File: config.mk
export PLATFORM = sky130hd
export DESIGN_NAME = full_subtractor_df
export DESIGN_NICKNAME = d
export VERILOG_FILES = /design/src/rtl/full_subtractor_df.sv
export SDC_FILE = /design/constraint.sdc
export NUM_CORES = 1
export LEC_CHECK = 0
export CORE_AREA = 2 2 39 41
export CTS_BUF_LIST = sky130_fd_sc_hd__clkbuf_8
export DETAILED_ROUTE_END_ITERATION = 10
export DIE_AREA = 0 0 41 43
export PLACE_DENSITY = 0.68
export SLEW_MARGIN = 10
export SYNTH_ARGS = -nofsm -noshare
export SYNTH_HDL_FRONTEND = slang
export SYNTH_SLANG_ARGS = --single-unit
File: constraint.sdc
create_clock -name clk -period 4.06 [get_ports clk]
set_input_delay 0.812 -clock clk [delete_from_list [all_inputs] [get_ports clk]]
set_output_delay 0.812 -clock clk [all_outputs]
set_load 0.005 [all_outputs]
File: src/rtl/full_subtractor_df.sv
// 1-bit dataflow full subtractor (A - B - Bin) with a registered result copy
// and a saturating count of clock edges that saw a borrow-out.
module full_subtractor_df #(
    parameter int unsigned CNT_W = 8
) (
    input  logic             clk,
    input  logic             rst,
    input  logic             A,
    input  logic             B,
    input  logic             Bin,
    output logic             Diff,
    output logic             Bout,
    output logic             Diff_q,
    output logic             Bout_q,
    output logic [CNT_W-1:0] borrow_cnt
);

    localparam logic [CNT_W-1:0] CNT_MAX = {CNT_W{1'b1}};

    // Zero-latency outputs for the ripple-borrow chain.
    assign Diff = A ^ B ^ Bin;
    assign Bout = (~A & B) | (~(A ^ B) & Bin);

    // Registered view; reset takes priority over counting on the same edge.
    always_ff @(posedge clk) begin
        if (rst) begin
            Diff_q     <= 1'b0;
            Bout_q     <= 1'b0;
            borrow_cnt <= '0;
        end else begin
            Diff_q <= Diff;
            Bout_q <= Bout;
            if (Bout && (borrow_cnt != CNT_MAX)) begin
                borrow_cnt <= borrow_cnt + CNT_W'(1);
            end
        end
    end

endmodule

; Word level (Yosys, flattened, before mapping)
; Index checks and enable logic that the tools add are counted.
[word_totals]
register_bits = 10
output_inout_bits = 12
word_cells = 13
[op_classes]
n_addsub = 1
eq_ne = 1
bitwise_logic = 7
n_reduce_logical = 1
[ops]
columns = cell, count
row1 = "8-bit by 1-bit adder with 8-bit output, second input constant", 1
row2 = "8-bit inequality test, second input constant", 1
row3 = 1-bit bitwise AND, 2
row4 = 1-bit inverter, 2
row5 = 1-bit bitwise XOR, 2
row6 = 1-bit logical AND, 1
row7 = 1-bit bitwise OR, 1

; Longest topological paths before layout
; Gate-level depths: netlist of the first run.
[logic_depth]
word_depth = 5
mapped_depth = 5

; Least setup slack after synthesis of the first run
; No wires, ideal clock.
[synth_path]
path_kind = input-to-reg
startpoint = input B
endpoint = register borrow_cnt[4]
setup_time_ns = 0.121
t_arrival_ns = 2.122
t_required_ns = 3.939
slack_ns = 1.817
stages = 5
cell_sequence = inv_1 fa_1 nand3b_1 a311oi_2 mux2_2
[synth_between]
elab_chain_len = 5
[synth_rtl]
columns = element, line_no
row1 = from (decl), 9  ; input logic B,
row2 = 1-bit bitwise XOR, 22  ; assign Bout = (~A & B) | (~(A ^ B) & Bin);
row3 = 1-bit inverter, 22
row4 = 1-bit bitwise AND, 22
row5 = 1-bit bitwise OR (*), 22
row6 = 1-bit logical AND (*), 33  ; if (Bout && (borrow_cnt != CNT_MAX)) begin
row7 = to (signal assigned), 34  ; borrow_cnt <= borrow_cnt + CNT_W'(1);
row8 = to (decl), 15  ; output logic [CNT_W-1:0] borrow_cnt
; Every way passes the cells marked *; elsewhere a longest branch is shown, timed or not.
; A chain may end at the register's enable or synchronous reset.

; Worst setup path in the final report of the first run
[layout_path]
startpoint = input B
endpoint = output Bout
[layout_between]
elab_chain_len = 4
[layout_rtl]
columns = element, line_no
row1 = 1-bit bitwise XOR, 22
row2 = 1-bit inverter, 22
row3 = 1-bit bitwise AND, 22
row4 = 1-bit bitwise OR (*), 22
row5 = to (decl), 12  ; output logic Bout,
; Marked as above.

==> impl_metrics.toml, run 1 <==
[routing]
drc = 0
drt_first_pass_iters = 4
vias = 445
wire_per_inst_um = 11.6
drtIter0Drc = 13
routed_wl_um = 1010
antenna_left = 0
vias_per_cell = 5.11

[timing]
post-route-period-util_pct = 78.6
fin_setup_tns_ns = 0
fin_crit_ns = 3.19
fin_skew_ns = 0.00154
worst_slack_ns = 0.869
hold_viol_final = 0
fmaxAchievable_mhz = 313
tightest_slew_ns = 0.453
slew-limit-headroom_pct = 69.7
slew_viol_final = 0
rsz0062_at_grt = "false"
setup_viol = 0

[global_routing]
grt_pass1_vias = 407
grt_max_degree = 15
grt_overflow = 0
grt_pass1_wl_um = 1790
antenna_found_initial = 0
grt_usage_pct = 15.4

[finish]
insertedDiodeCount = 0
drive_gt1_share_pct = 9.86
fin_nets = 80
syn2layout_area_growth_pct = 40.9
stdcell_area_um2 = 711
final_common_cell = "clkdlybuf4s50_1"
layout_common_cells = "clkdlybuf4s50_1, dfxtp_1, inv_1, nor2_1"

[place]
hpwl_um = 731
post-place-ws_ns = 0.865
gp_congestion = 0.713
io_buffers = 16
placed_cell_area_um2 = 669

[synthesis]
syn-cell-area_um2 = 504
synth_top_cell_area_share_pct = 39.7
yosys.area.top_type = "dfxtp_1"
synth_area_per_cell_um2 = 9.34
ys_ff_latch = 10
yosys_warnings = 0
synth_area_leaders = "dfxtp_1, mux2_2, fa_1, a31oi_1, inv_1"
synthCells = 54
synth-main-ff-cell = "dfxtp_1"
syn-num-nets = 61
synth_edf_count = 0
synth_cell_types = 26
ys_seq_area_share_pct = 39.7
async_reset_ff_share_pct = 0

[clocking]
clk_latency_ns = 0.23
cts.clk_slew.worst_paths_ns = 0.04
cts-resized-gates = 0
cts.sinks = 10
cts_made_buffers = 3
clockBufferDepth = 2
holdBufCountCts = 0
htree_levels = 1
cts_setup_buffers = 0
cts_root_buf = "clkbuf_8"
cts_tree = "yes"

[worst_setup_path]
worstSetupStartpointType = "input pin"
end_kind = "output pin"
reg2reg_from = "borrow_cnt[0]"
slowest_delay_ns = 0.50
cp_slowest_cell = "clkdlybuf4s50_1"
r2r_cells = 4
reg2reg_to = "borrow_cnt[4]"
worst-setup-path-type = "in -> out"
path_cells = "clkdlybuf4s50_1, inv_1, fa_1, inv_1, clkdlybuf4s50_1"
reg2reg_slack_ns = 2.45
cp_data_arrival_time_ns = 2.38
crit_fanout = 6
crit_required_ns = 3.25

[floorplan]
coreArea_um2 = 1380
initial_core_util_pct = 36.4
ioPinCount = 17
die_w_um = 41
num_rows = 14
die_area_um2 = 1760
die-height_um = 43

[worst_hold_path]
min_to = "borrow_cnt[1]"
worst_hold_path_type = "reg -> reg"
worstHoldStart = "borrow_cnt[1]"
hold_depth = 2

[flow_run]
cap_violations = 0

[outcome]
status = "finished clean"

[power]
leakage_nw = 0.266
irDropWorstVdd_mv = 0.246
powerDensity_nw_per_um2 = 334
==> power by group <==
part / switching (mW) / internal [mW]
combinational: 0.0109 / 0.0207
sequential: 0.00387 / 0.103
clock: 0.0346 / 0.0646
total: 0.0494 / 0.188
==> per-stage QoR <==
| step | utilization (%) | instances | hold slack [ns] | power [mW] |
|---|---|---|---|---|
| final | 51.4 | 87 | 0.528 | 0.237 |
| after global routing | 51.4 | 87 | 0.572 | 0.250 |
| after CTS | 51.4 | 87 | 0.536 | 0.241 |
| after detailed placement | 48.4 | 84 | 0.530 | 0.141 |
| after global placement | 48.4 | 84 | 0.513 | 0.140 |
| after floorplan | - | 54 | 0.501 | 0.121 |
==> kinds of logic after synthesis <==
logic type	after synthesis	synth area share (%)
compound gates	10	14.4
fa+ha+maj	2	6.45
buf+inv	7	6.70
flops	10	39.7
mux	4	8.68
simple gates	21	24.1
==> layer usage <==
metal	vias to the layer above	GRT usage (%)	wire length [µm]
met4	0	6.00	8
met2	12	21.3	461
li1	227	-	-
met5	-	0	0
met3	2	7.85	61
met1	204	19.7	474
==> critical path, delay by kind of cell <==
kind                     cells  cell delay, ns
buffers and inverters        4            1.11
adder cells (fa/ha/maj)      1            0.46
==> cells in the mapped netlist, types with 2 or more instances <==
library cell  instances
a21oi_1               3
nor2b_1               3
inv_1                 5
nor2_1                5
nor3_1                3
mux2_2                3
dfxtp_1              10
a31oi_1               3
nand2b_1              2
==> how the worst max path moves through the flow <==
stage,start,to,cells past startpoint
floorplan,B,borrow_cnt[4],5
global placement,B,Bout,5
CTS,B,Bout,5
finish,B,Bout,5
global route,B,Bout,5
detailed placement,B,Bout,5
==> state kept, by name (all words and copies together) (netlist names) <==
signal / cells
borrow_cnt: 8
Diff_q: 1
Bout_q: 1
==> cell type report <==
cell class / count / area (µm²)
Clock buffer: 3 / 41.3
Fill cell: 147 / 673
Inverter: 5 / 18.8
Multi-Input combinational cell: 37 / 270
Sequential cell: 10 / 200
Tap cell: 16 / 20.0
Timing Repair Buffer: 16 / 160
No activity file was read; power rests on OpenSTA's default activity.
==> run 2: changes to the inputs <==
- PLACE_DENSITY: 0.68 -> 0.71
- clock period: 4.06 -> 2.6 ns (I/O delays scaled with it)
==> run 2 against run 1 <==
Count of clock-buffer cells in the layout is 1 higher. Clock skew is 0.00093 ns lower. Non-clock buffer count is 2 higher. Global-route usage is 0.84 points higher. Power is 74% higher. Utilization is 2.3 points higher. Largest power group is now clock.
==> impl_metrics.toml, run 2 (synthesis results as in run 1) <==
[outcome]
status = "finished clean"

[worst_setup_path]
crit_start = "B"
worstSetupStartpointType = "input pin"
crit_required_ns = 2.08
reg2reg_slack_ns = 1.07
cp_data_arrival_time_ns = 2.02
r2r_cells = 4
end_kind = "output pin"
reg2reg_to = "borrow_cnt[0]"
endpoint = "Diff"
worst-setup-path-type = "in -> out"
reg2reg_from = "borrow_cnt[0]"
crit_fanout = 2

[floorplan]
ioPinCount = 17
initial_core_util_pct = 36.4
die-height_um = 43
die_area_um2 = 1760
coreArea_um2 = 1380
num_rows = 14
die_w_um = 41

[timing]
tightest_slew_ns = 0.458
post-route-period-util_pct = 97.8
fmaxAchievable_mhz = 393
fin_crit_ns = 2.54
hold_viol_final = 0
setup_viol = 0
rsz0062_at_grt = "false"
slew-limit-headroom_pct = 69.4
fin_setup_tns_ns = 0
hold_ws_ns = 0.522
fin_skew_ns = 0.000611
slew_viol_final = 0

[routing]
drc = 0
antenna_left = 0
drtIter0Drc = 1
vias_per_cell = 5.02
wire_per_inst_um = 11.5
drt_first_pass_iters = 2
routed_wl_um = 1030
vias = 452

[place]
gp_congestion = 0.756
io_buffers = 16
hpwl_um = 741

[clocking]
cts_setup_buffers = 0
htree_levels = 1
clockBufferDepth = 2
clk_latency_ns = 0.24
cts_made_buffers = 3
cts_tree = "yes"
cts.clk_slew.worst_paths_ns = 0.05
holdBufCountCts = 0
cts_root_buf = "clkbuf_8"
cts.sinks = 10

[finish]
largest_reg_flops = 8
final_common_cell = "clkdlybuf4s50_1"
fin_nets = 82
insertedDiodeCount = 0
drive_gt1_share_pct = 13.5
largest_register = "borrow_cnt"
syn2layout_area_growth_pct = 47.1
layout_common_cells = "clkdlybuf4s50_1, dfxtp_1, inv_1, nor2_1, clkbuf_8"
reg_top3 = "borrow_cnt (8), Bout_q (1), Diff_q (1)"
nFillCells = 140

[global_routing]
grt_max_degree = 15
grt_pass1_vias = 398
grt_overflow = 0
grt_pass1_wl_um = 1800
grt_usage_pct = 16.2
antenna_found_initial = 0

[power]
powerDensity_nw_per_um2 = 558
irDropWorstVdd_mv = 0.231
leakage_nw = 0.291

[worst_hold_path]
worst_hold_path_type = "reg -> reg"
worstHoldStart = "borrow_cnt[1]"

[flow_run]
cap_violations = 0
[run 2: cell types whose count changed in the layout (fill, tap and decap cells not counted)]
| cell | previous run | this run |
|---|---|---|
| clkdlybuf4s50_1 | 16 | 15 |
| clkbuf_8 | 3 | 4 |
| dlymetal6s2s_1 | 0 | 1 |
| buf_4 | 0 | 2 |
[run 2: worst min path at each step]
stage,to,slack (ns),depth (start not counted)
after floorplan,borrow_cnt[1],0.50,2
after global placement,borrow_cnt[1],0.51,2
after detailed placement,borrow_cnt[1],0.52,2
after CTS,borrow_cnt[1],0.53,2
after global routing,borrow_cnt[1],0.57,2
final,borrow_cnt[1],0.52,2
[run 2: where the power goes]
group	internal, mW	leakage, nW	total (mW)	switching [mW]
sequential	0.160	0.0815	0.166	0.00556
combinational	0.0329	0.181	0.0502	0.0173
clock	0.133	0.0288	0.198	0.0645
[run 2: through the flow]
| stage | setup slack (ns) | power, mW | cells | cell area, µm² | utilization [%] |
|---|---|---|---|---|---|
| finish | 0.0561 | 0.414 | 90 | 742 | 53.6 |
| global route | 0.000176 | 0.434 | 90 | 742 | 53.6 |
| CTS | 0.0374 | 0.421 | 90 | 739 | 53.4 |
| detailed placement | 0.0473 | 0.220 | 86 | 684 | 49.5 |
| global placement | 0.0608 | 0.219 | 86 | 684 | 49.5 |
| floorplan | 0.649 | 0.189 | 54 | 504 | - |
[run 2: worst max-delay path: stages]
cell and delay (ns):
clkdlybuf4s50_1 0.46, inv_1 0.05, fa_1 0.51, clkdlybuf4s50_1 0.49
[run 2: routing by layer]
layer  global-route usage, %  routed length [µm]
met5                       0                   0
met4                    16.0                  48
met1                    21.5                 460
met2                    18.4                 462
met3                    6.28                  60
[run 2: timing repair]
item,4_1_cts,5_1_grt
resized for setup,0,1
endpoints found under the setup margin,0,1
endpoints found under the hold margin,0,0
[run 2: cell type report]
type / instances / area, µm² / area share, %
well taps: 16 / 20.0 / 2.70
inverters: 5 / 18.8 / 2.53
multi-input cells: 37 / 270 / 36.4
clock buffers: 4 / 55.1 / 7.42
flip-flops and latches: 10 / 200 / 27.0
repair buffers: 18 / 178 / 23.9
==> run 3: changes to the inputs <==
- MAX_ROUTING_LAYER: not set -> met4
==> run 3 against run 2 <==
Sequential power about the same. Combinational power about the same. Global-route usage up 0.40 points. Via count unchanged. Worst setup slack about the same. Power about the same. Critical path depth unchanged. Worst hold slack about the same. Largest power group unchanged.
==> impl_metrics.toml, run 3 (synthesis results as in run 1) <==
[outcome]
status = "finished clean"

[timing]
fin_crit_ns = 2.54
hold_ws_ns = 0.522
fin_skew_ns = 0.000651
fin_setup_tns_ns = 0
slew_viol_final = 0
rsz0062_at_grt = "false"
slew-limit-headroom_pct = 69.4
hold_viol_final = 0
tightest_slew_ns = 0.458
post-route-period-util_pct = 97.8
worst_slack_ns = 0.0562
fmaxAchievable_mhz = 393
setup_viol = 0

[floorplan]
die_w_um = 41
die-height_um = 43
initial_core_util_pct = 36.4
coreArea_um2 = 1380
die_area_um2 = 1760
ioPinCount = 17
num_rows = 14

[clocking]
cts_tree = "yes"
htree_levels = 1
cts.clk_slew.worst_paths_ns = 0.05
cts.sinks = 10
cts_setup_buffers = 0
clk_latency_ns = 0.24
clockBufferDepth = 2
cts_made_buffers = 3
cts_root_buf = "clkbuf_8"

[global_routing]
grt_max_degree = 15
grt_pass1_wl_um = 1800
grt_pass1_vias = 397
grt_overflow = 0
grt_usage_pct = 16.6
antenna_found_initial = 0

[worst_setup_path]
reg2reg_from = "borrow_cnt[0]"
reg2reg_to = "borrow_cnt[0]"
path_common_cell = "clkdlybuf4s50_1"
crit_fanout = 2
cp_slowest_cell = "fa_1"
crit_required_ns = 2.08
end_kind = "output pin"
cp_data_arrival_time_ns = 2.02
worstSetupStartpointType = "input pin"
crit_start = "B"
endpoint = "Diff"
r2r_cells = 4
crit_buf_inv = 3
slowest_delay_ns = 0.51
reg2reg_slack_ns = 1.07
worst-setup-path-type = "in -> out"
cp_top_family = "buffers and inverters"
crit_cells = 4
path_cells = "clkdlybuf4s50_1, inv_1, fa_1, clkdlybuf4s50_1"

[routing]
drc = 0
routed_wl_um = 1030
antenna_left = 0
vias_per_cell = 5.02
wire_per_inst_um = 11.5
drt_first_pass_iters = 2
drtIter0Drc = 1
vias = 452

[power]
switchingPower_mw = 0.0875
p_seq_share_pct = 40.0
clockPowerShare_pct = 47.8
pwr-share-comb_pct = 12.1
powerDensity_nw_per_um2 = 558
irDropWorstVdd_mv = 0.231
p_int_mw = 0.327
sw_frac_of_total_pct = 21.1
leakage_nw = 0.291

[finish]
drive_gt1_share_pct = 13.5
fin_nets = 82
final_common_cell = "clkdlybuf4s50_1"
largest_reg_flops = 8
syn2layout_area_growth_pct = 47.1
layout_common_cells = "clkdlybuf4s50_1, dfxtp_1, inv_1, nor2_1, clkbuf_8"
reg_top3 = "borrow_cnt (8), Bout_q (1), Diff_q (1)"
nFillCells = 140
largest_register = "borrow_cnt"
final_util_pct = 53.6
insertedDiodeCount = 0

[flow_run]
cap_violations = 0

[place]
gp_congestion = 0.766
io_buffers = 16
post-place-ws_ns = 0.0473
hpwl_um = 741

[worst_hold_path]
worst_hold_path_type = "reg -> reg"
run 3: worst min-delay path: stages (launching register included):
cell and delay (ns):
dfxtp_1 0.34, nand2b_1 0.08, mux2i_1 0.06
run 3: final cells by class:
| cell class | count | area [µm²] | area share (%) |
|---|---|---|---|
| multi-input combinational | 37 | 270 | 36.4 |
| sequential | 10 | 200 | 27.0 |
| timing repair buffer | 18 | 178 | 23.9 |
| clock buffer | 4 | 55.1 | 7.42 |
| tap | 16 | 20.0 | 2.70 |
| inverter | 5 | 18.8 | 2.53 |
run 3: stage by stage:
stage          total power [mW]  cell area, µm²  instances
3_3_place_gp              0.219             684         86
4_1_cts                   0.421             739         90
5_1_grt                   0.434             742         90
3_5_place_dp              0.220             684         86
2_1_floorplan             0.189             504         54
6_report                  0.414             742         90
run 3: what timing repair did:
| action | CTS | global route |
|---|---|---|
| endpoints found under the hold margin | 0 | 0 |
| gates resized for setup | 0 | 1 |
| endpoints found under the setup margin | 0 | 1 |
| hold buffers | 0 | 0 |
run 3: how the worst min path moves through the flow:
stage                     cells past startpoint     startpoint  slack, ns             to
final                                         2  borrow_cnt[1]       0.52  borrow_cnt[1]
after floorplan                               2  borrow_cnt[1]       0.50  borrow_cnt[1]
after detailed placement                      2  borrow_cnt[1]       0.52  borrow_cnt[1]
after CTS                                     2  borrow_cnt[1]       0.53  borrow_cnt[1]
after global routing                          2  borrow_cnt[1]       0.57  borrow_cnt[1]
after global placement                        2  borrow_cnt[1]       0.51  borrow_cnt[1]
run 3: metal layers:
| layer | global-route usage, % | up-vias | wire length, µm |
|---|---|---|---|
| met1 | 21.5 | 203 | 460 |
| li1 | - | 232 | - |
| met5 | - | - | 0 |
| met3 | 6.28 | 4 | 62 |
| met4 | 16.0 | 0 | 44 |
| met2 | 18.4 | 13 | 466 |
run 3: power by group through the flow:
stage	clock network [mW]	registers [mW]	logic (mW)
5_1_grt	0.210	0.167	0.0563
3_3_place_gp	0	0.169	0.0503
6_report	0.198	0.166	0.0502
2_1_floorplan	0	0.169	0.0205
4_1_cts	0.203	0.166	0.0516
3_5_place_dp	0	0.169	0.0513
